==> src/rtl/hamming_rx_ctrl.sv <==
// ---------------------------------------------------------------------------
// hamming_rx_ctrl
//
// Receive-side controller for a Hamming(7,4) serial link. Incoming bits are
// deserialised into 7-bit codewords (first bit received = bit 6). A syndrome
// is computed on each codeword and single-bit errors are corrected. Decoded
// nibbles are paired into bytes {first, second}, which are offered on a
// valid/ready handshake. Also keeps a saturating count of corrected
// codewords and a sticky overflow flag for bytes dropped under back-pressure.
//
// Ports
//   clk          system clock, rising edge
//   rst          asynchronous, active-high reset
//   bit_in       serial line bit, sampled when bit_valid=1
//   bit_valid    bit_in qualifier
//   frame_start  resync pulse: restart codeword and nibble alignment
//   byte_out     decoded byte {first nibble, second nibble}
//   byte_valid   byte_out holds an unconsumed byte
//   byte_ready   consumer accepts byte_out when byte_valid & byte_ready
//   err_count    saturating count of codewords with a nonzero syndrome
//   err_flag     one-cycle pulse per codeword with a nonzero syndrome
//   clr_count    synchronous clear of err_count (wins over an increment)
//   overflow     sticky: a completed byte was dropped
//   busy         a codeword or byte pair is partially received
// ---------------------------------------------------------------------------
module hamming_rx_ctrl #(
    parameter int CNT_W = 8
) (
    input  logic             clk,
    input  logic             rst,
    input  logic             bit_in,
    input  logic             bit_valid,
    input  logic             frame_start,
    output logic [7:0]       byte_out,
    output logic             byte_valid,
    input  logic             byte_ready,
    output logic [CNT_W-1:0] err_count,
    output logic             err_flag,
    input  logic             clr_count,
    output logic             overflow,
    output logic             busy
);

    // Nibble phase: which half of the output byte the next codeword fills.
    localparam logic [0:0] PH_HIGH = 1'b0;
    localparam logic [0:0] PH_LOW  = 1'b1;

    localparam logic [CNT_W-1:0] CNT_ONE = {{(CNT_W-1){1'b0}}, 1'b1};
    localparam logic [CNT_W-1:0] CNT_MAX = {CNT_W{1'b1}};

    logic [5:0] shift_reg;     // first six bits of the codeword in flight
    logic [2:0] bit_cnt;       // bits already received of current codeword
    logic [2:0] bit_cnt_eff;   // counter as seen this cycle (after resync)
    logic [6:0] cw_reg;        // completed codeword
    logic       cw_valid;      // cw_reg was loaded on the previous edge
    logic [0:0] phase;
    logic [3:0] hi_nib;

    logic [2:0] syndrome;
    logic [6:0] corrected;
    logic [3:0] nibble;
    logic       cw_err;

    // A resync pulse makes a bit arriving in the same cycle bit 6 of a new
    // codeword, so the counter is overridden before it is used.
    assign bit_cnt_eff = frame_start ? 3'd0 : bit_cnt;

    // Syndrome bits {c4, c2, c1} name the erroneous position 1..7.
    assign syndrome[0] = cw_reg[6] ^ cw_reg[4] ^ cw_reg[2] ^ cw_reg[0];
    assign syndrome[1] = cw_reg[5] ^ cw_reg[4] ^ cw_reg[1] ^ cw_reg[0];
    assign syndrome[2] = cw_reg[3] ^ cw_reg[2] ^ cw_reg[1] ^ cw_reg[0];
    assign cw_err      = cw_valid && (syndrome != 3'd0);

    // NOTE: every combinational output gets a default before the case so
    // that no path leaves it unassigned, which would infer a latch.
    always_comb begin
        corrected = cw_reg;
        case (syndrome)
            3'd3:    corrected[4] = ~cw_reg[4];
            3'd5:    corrected[2] = ~cw_reg[2];
            3'd6:    corrected[1] = ~cw_reg[1];
            3'd7:    corrected[0] = ~cw_reg[0];
            default: ;  // 0: clean; 1,2,4: parity bit hit, data intact
        endcase
        nibble = {corrected[4], corrected[2], corrected[1], corrected[0]};
    end

    // Shift stage: deserialise bits into codewords.
    // NOTE: state registers use non-blocking assignments so every flop
    // samples pre-edge values regardless of statement order.
    always_ff @(posedge clk or posedge rst) begin
        if (rst) begin
            shift_reg <= '0;
            bit_cnt   <= '0;
            cw_reg    <= '0;
            cw_valid  <= 1'b0;
        end else begin
            cw_valid <= 1'b0;
            if (bit_valid) begin
                if (bit_cnt_eff == 3'd6) begin
                    cw_reg   <= {shift_reg, bit_in};
                    cw_valid <= 1'b1;
                    bit_cnt  <= 3'd0;
                end else begin
                    shift_reg <= {shift_reg[4:0], bit_in};
                    bit_cnt   <= bit_cnt_eff + 3'd1;
                end
            end else if (frame_start) begin
                bit_cnt <= 3'd0;
            end
        end
    end

    // Decode stage: nibble pairing, output handshake and error accounting.
    always_ff @(posedge clk or posedge rst) begin
        if (rst) begin
            phase      <= PH_HIGH;
            hi_nib     <= '0;
            byte_out   <= '0;
            byte_valid <= 1'b0;
            overflow   <= 1'b0;
            err_flag   <= 1'b0;
            err_count  <= '0;
        end else begin
            err_flag <= cw_err;

            if (clr_count) begin
                err_count <= '0;
            end else if (cw_err && (err_count != CNT_MAX)) begin
                err_count <= err_count + CNT_ONE;
            end

            if (byte_valid && byte_ready) begin
                byte_valid <= 1'b0;
            end

            // A resync discards the codeword still waiting to be decoded;
            // a byte already sitting in byte_out is left alone.
            if (frame_start) begin
                phase <= PH_HIGH;
            end else if (cw_valid) begin
                if (phase == PH_HIGH) begin
                    hi_nib <= nibble;
                    phase  <= PH_LOW;
                end else begin
                    phase <= PH_HIGH;
                    // Load when the slot is empty or being drained this
                    // cycle; otherwise keep the old byte and drop the new.
                    if (!byte_valid || byte_ready) begin
                        byte_out   <= {hi_nib, nibble};
                        byte_valid <= 1'b1;
                    end else begin
                        overflow <= 1'b1;
                    end
                end
            end
        end
    end

    assign busy = (bit_cnt != 3'd0) || (phase == PH_LOW) || cw_valid;

endmodule

==> config.mk <==
export PLATFORM = sky130hd
export DESIGN_NAME = hamming_rx_ctrl
export DESIGN_NICKNAME = d
export VERILOG_FILES = /design/src/rtl/hamming_rx_ctrl.sv
export SDC_FILE = /design/constraint.sdc
export NUM_CORES = 1
export LEC_CHECK = 0
export BUFFER_PORTS_ARGS = -buffer_cell sky130_fd_sc_hd__buf_2
export CAP_MARGIN = 20
export CORE_ASPECT_RATIO = 0.8
export CORE_MARGIN = 1.5
export CORE_UTILIZATION = 50
export DETAILED_ROUTE_END_ITERATION = 16
export PLACE_DENSITY = 0.81
export SYNTH_ARGS = -nofsm -noshare
export SYNTH_HDL_FRONTEND = slang
export SYNTH_SLANG_ARGS = --single-unit
==> constraint.sdc <==
create_clock -name clk -period 1.9 [get_ports clk]
set_input_delay 0.285 -clock clk [delete_from_list [all_inputs] [get_ports clk]]
set_output_delay 0.285 -clock clk [all_outputs]
set_load 0.01 [all_outputs]
== Word-level counts from Yosys, hierarchy flattened ==
Cells that the tools add are included.

* Equal/unequal tests: 6
* Multiplexer cells: 19
* Bitwise gates (word level): 17
* Reduce and logical (&&, ||, !) cells: 16
* Add/subtract/negate cells: 2

{| class="wikitable"
|+ Operator list
! kind !! number
|-
| 8-bit 2-to-1 mux || 2
|-
| 1-bit 2-to-1 mux || 14
|-
| 3-bit equality test (second input constant) || 4
|-
| 3-bit 2-to-1 mux || 3
|-
| 1-bit XOR || 9
|-
| 8-bit by 1-bit adder with 8-bit output (second input constant) || 1
|-
| 8-bit != test (second input constant) || 1
|-
| 1-bit NOT || 8
|-
| 4-bit AND reduction || 2
|-
| 3-bit nonzero test || 2
|-
| 2-bit AND reduction || 2
|-
| 2-bit nonzero test || 2
|-
| 3-bit by 1-bit adder with 3-bit output (second input constant) || 1
|-
| 3-bit by 2-bit equality test with 1-bit output (second input constant) || 1
|-
| 1-bit logical AND || 3
|-
| 1-bit logical OR || 3
|-
| 3-bit AND reduction || 1
|-
| 1-bit logical NOT || 1
|}

* Input port bits: 7
* Logic and storage cells: 71
* Output and inout port bits: 20
* Register bits: 41

== Depth between registers and ports, before layout ==
* Word-level depth: 8
* Mapped depth: 7
* Depth with buffers taken out: 6

== Worst setup path after synthesis ==
OpenSTA, ideal clock, no wires.

* Path type: register to register
* From: register cw_reg[1]
* To: register err_count[0]
* Setup slack: 0.096 ns
* Arrival: 1.679 ns
* Required time: 1.775 ns
* Library setup time: 0.125 ns
* Stages on the path, launching flop included: 7
* Cell sequence: dfrtp_1 > buf_2 > xnor2_2 > or3_1 > a21oi_4 > nor2_1 > mux2_4

* Longest elaborated chain between the ends: 6

{| class="wikitable"
|+ RTL lines
! what !! line !! RTL
|-
| start, declared || 54 || <nowiki>logic [6:0] cw_reg;</nowiki>
|-
| start signal, assigned || 101 || <nowiki>cw_reg <= {shift_reg, bit_in};</nowiki>
|-
| 1-bit XOR (on tied branches) (2 in a row) || 70, 71 ||
|-
| 3-bit nonzero test (*) || 72 || <nowiki>assign cw_err = cw_valid && (syndrome != 3'd0);</nowiki>
|-
| 1-bit logical AND (*) || 72 ||
|-
| 1-bit logical AND (*) || 129 || <nowiki>end else if (cw_err && (err_count != CNT_MAX)) begin</nowiki>
|-
| 2-bit nonzero test (no source line) (*) || -- ||
|-
| end signal, assigned || 130 || <nowiki>err_count <= err_count + CNT_ONE;</nowiki>
|-
| end, declared || 37 || <nowiki>output logic [CNT_W-1:0] err_count,</nowiki>
|}

Mark *: on every way between the ends. The rest lies on a longest branch, timed or not.
A chain may end at the register's enable or synchronous reset.

== Worst setup path after layout ==
Same ends and word-level chain as after synthesis.

==> flow_metrics.tcl <==
set metrics [dict create \
    run_status "finished, final reports clean" \
    worst_setup_path_end_kind "flop" \
    async_reset_ff_share_pct 100 \
    cts_buffer_depth 2 \
    period_share_pct 96.9 \
    initial_utilization_pct 53.5 \
    diodes 0 \
    ys_types 39 \
    synth_area_mm2 0.00209 \
    setup_viol 0 \
    syn_inst 208 \
    area_growth_pct 18.9 \
    first_global_vias 1464 \
    final_cell_mix "dfrtp_1 (40), nand2_1 (35), buf_2 (26)" \
    multi_input_area_mm2 0.00101 \
    r2r-start "cw_reg[1]" \
    die-area_mm2 0.00457 \
    slew_headroom_pct 66.8 \
    dr.pass1.iters 4 \
    die_h_um 60.8 \
    post_synth.cell_area_avg_um2 10.0 \
    cp_max_fo 5 \
    globalRouteOverflowTotal 0 \
    layout_commonest_cell "dfrtp_1" \
    p_clk_share_pct 34.7 \
    critPathSlowestCell "or3_1" \
    cts_tree "done" \
    clkSinkCount 41 \
    synth_nets 216 \
    max_freq_mhz 543 \
    period_minus_slack_ns 1.84 \
    std_cell_rows 20 \
    cts_root_buf "clkbuf_8" \
    numPortBuffers 26 \
    numCtsBuffers 5 \
    fin_worst_skew_ns 0.00711 \
    power_density_mw_per_mm2 707 \
    cp.arrival_ns 2.03 \
    clk-insertion-delay-late_ns 0.29 \
    comb_power_share_pct 11.4 \
    ys_seq_area_share_pct 49.2 \
    worstSetupStartpointType "flop" \
    antenna_found_initial 0 \
    final_nets 255 \
    synth_edf_count 0 \
    track_usage_pct 19.3 \
    maxSlewViolCount 0 \
    drive_gt1_share_pct 31.0 \
    final_cell_area_mm2 0.00248 \
    switching_power_mw 0.420 \
    totalWireLength_um 3940 \
    seqPwrFrac_pct 53.9 \
    routabilityCongestion 0.803 \
    min_path_type "primary input to asynchronous set/reset pin" \
    route.detailed.drc 0 \
    setup_tns_ns 0 \
    cp.required_ns 2.09 \
    swShare_pct 24.0 \
    ys_warn_count 0 \
    cts.clk_slew.worst_paths_ns 0.08 \
    worst_hold_slack_ns 0.0968 \
    grt_max_degree 42 \
    place_area_mm2 0.00233 \
    die_x_um 75.2 \
    finalHoldViolCount 0 \
    seq_area_mm2 0.00103 \
    ant_nets 0 \
    critical_path.top_delay_family "simple AND/OR/NAND/NOR gates" \
    critPathKind "flop to flop" \
    rsz0062_at_grt "true" \
    ff2ff_setup_slack_ns 0.06 \
    vdd_drop_max_uv 519 \
    fillers 317 \
    drt_iter0_drc 69 \
    viasPerCell 5.25 \
    cap_violations 0 \
    core-area_mm2 0.00390 \
    rr_endpoint "err_count[0]" \
    leakage_nw 1.19 \
    slowest_delay_ns 0.47 \
    drt-wirelength-per-cell_um 13.0 \
    htreeDepth 2 \
    io_pins 27 \
    r2r_cells 5 \
    worstMarginPinSlew_ns 0.499 \
    ys_ff_latch 41 \
    power.total_mw 1.75 \
    dp_hpwl_um 2870 \
    critPathBufInv 0 \
    crit_chain "xnor2_2, or3_1, a21oi_4, nor2_1, mux2_4" \
    p_int_mw 1.33 \
    ys.flop_type "dfrtp_1" \
    via_count 1592 \
    grt_pass1_wl_um 6550 \
]
-- cell usage after synthesis (2+ instances only) --
library cell | instances | area [µm²]
dfrtp_1 | 41 | 1030
or3_1 | 6 | 37.5
or4_1 | 3 | 22.5
inv_1 | 6 | 22.5
buf_2 | 5 | 25.0
or3b_2 | 2 | 17.5
mux2i_1 | 4 | 40.0
a21oi_1 | 12 | 60.1
nand4_1 | 2 | 12.5
nor2_1 | 10 | 37.5
o211ai_1 | 2 | 15.0
o31ai_1 | 4 | 30.0
nor3_1 | 4 | 20.0
and3_1 | 3 | 18.8
nand2_1 | 35 | 131
mux2_2 | 14 | 158
xor2_1 | 3 | 26.3
nand3_1 | 8 | 40.0
o21ai_0 | 12 | 60.1
nand2b_1 | 3 | 18.8
nor2b_1 | 4 | 25.0
xnor2_1 | 5 | 43.8
clkbuf_1 | 3 | 11.3
xnor2_2 | 2 | 32.5
-- power groups by stage --
stage | Clock [mW] | Sequential [mW] | Combinational, mW
detailed placement | 0 | 0.961 | 0.191
finish | 0.609 | 0.945 | 0.201
global route | 0.662 | 0.950 | 0.225
floorplan | 0 | 0.949 | 0.139
CTS | 0.627 | 0.944 | 0.192
global placement | 0 | 0.958 | 0.185
-- layer usage --
metal	vias to the layer above	part of all wire, %	track usage (%)
met3	8	4.9	5.48
met2	43	44	30.3
li1	802	-	-
met5	-	0	0
met4	0	1.4	6.89
met1	739	49	25.9
-- cell type report --
cell class / instances / area share [%]
Clock buffer: 7 / 3.88
Sequential cell: 41 / 41.4
Inverter: 7 / 1.06
Multi-Input combinational cell: 151 / 40.9
Tap cell: 55 / 2.77
Timing Repair Buffer: 41 / 9.78
Clock inverter: 1 / 0.202
-- timing repair --
item,in CTS,in global routing
setup buffers,0,2
endpoints found under the hold margin,0,0
gates resized for setup,0,4
setup endpoints to repair,1,6
cloned,0,1
hold buffers,0,0
pin swaps,1,2
-- kinds of logic after synthesis --
group / count (synthesis) / share of synthesized area [%]
mux: 19 / 10.2
compound gates: 36 / 11.3
fa+ha+maj: 1 / 0.599
simple gates: 83 / 19.4
buf+inv: 17 / 3.72
flops: 41 / 49.2
xor+xnor: 11 / 5.70
-- tightest hold or removal path, cell delays in order --
cell and delay, ns:
buf_2 0.09, inv_1 0.04, buf_4 0.42
-- metrics by stage --
step / cells / utilization (%) / setup slack, ns
finish: 303 / 63.6 / 0.0584
global route: 303 / 63.6 / -0.0220
CTS: 300 / 62.3 / 0.0180
detailed placement: 292 / 59.7 / 0.00430
global placement: 292 / 59.7 / 0.0824
floorplan: 208 / - / 0.0960
-- how the worst max path moves through the flow --
stage | slack, ns | endpoint | cells after the start | startpoint
after floorplan | 0.1 | err_count[0] | 6 | cw_reg[1]
after global placement | 0.08 | err_count[0] | 5 | cw_reg[1]
after detailed placement | 0.004 | err_count[0] | 5 | cw_reg[1]
after CTS | 0.02 | err_count[0] | 5 | cw_reg[1]
after global routing | -0.02 | err_count[0] | 5 | cw_reg[1]
final | 0.06 | err_count[0] | 5 | cw_reg[1]
Note: power is estimated with default switching activity, not from simulation.
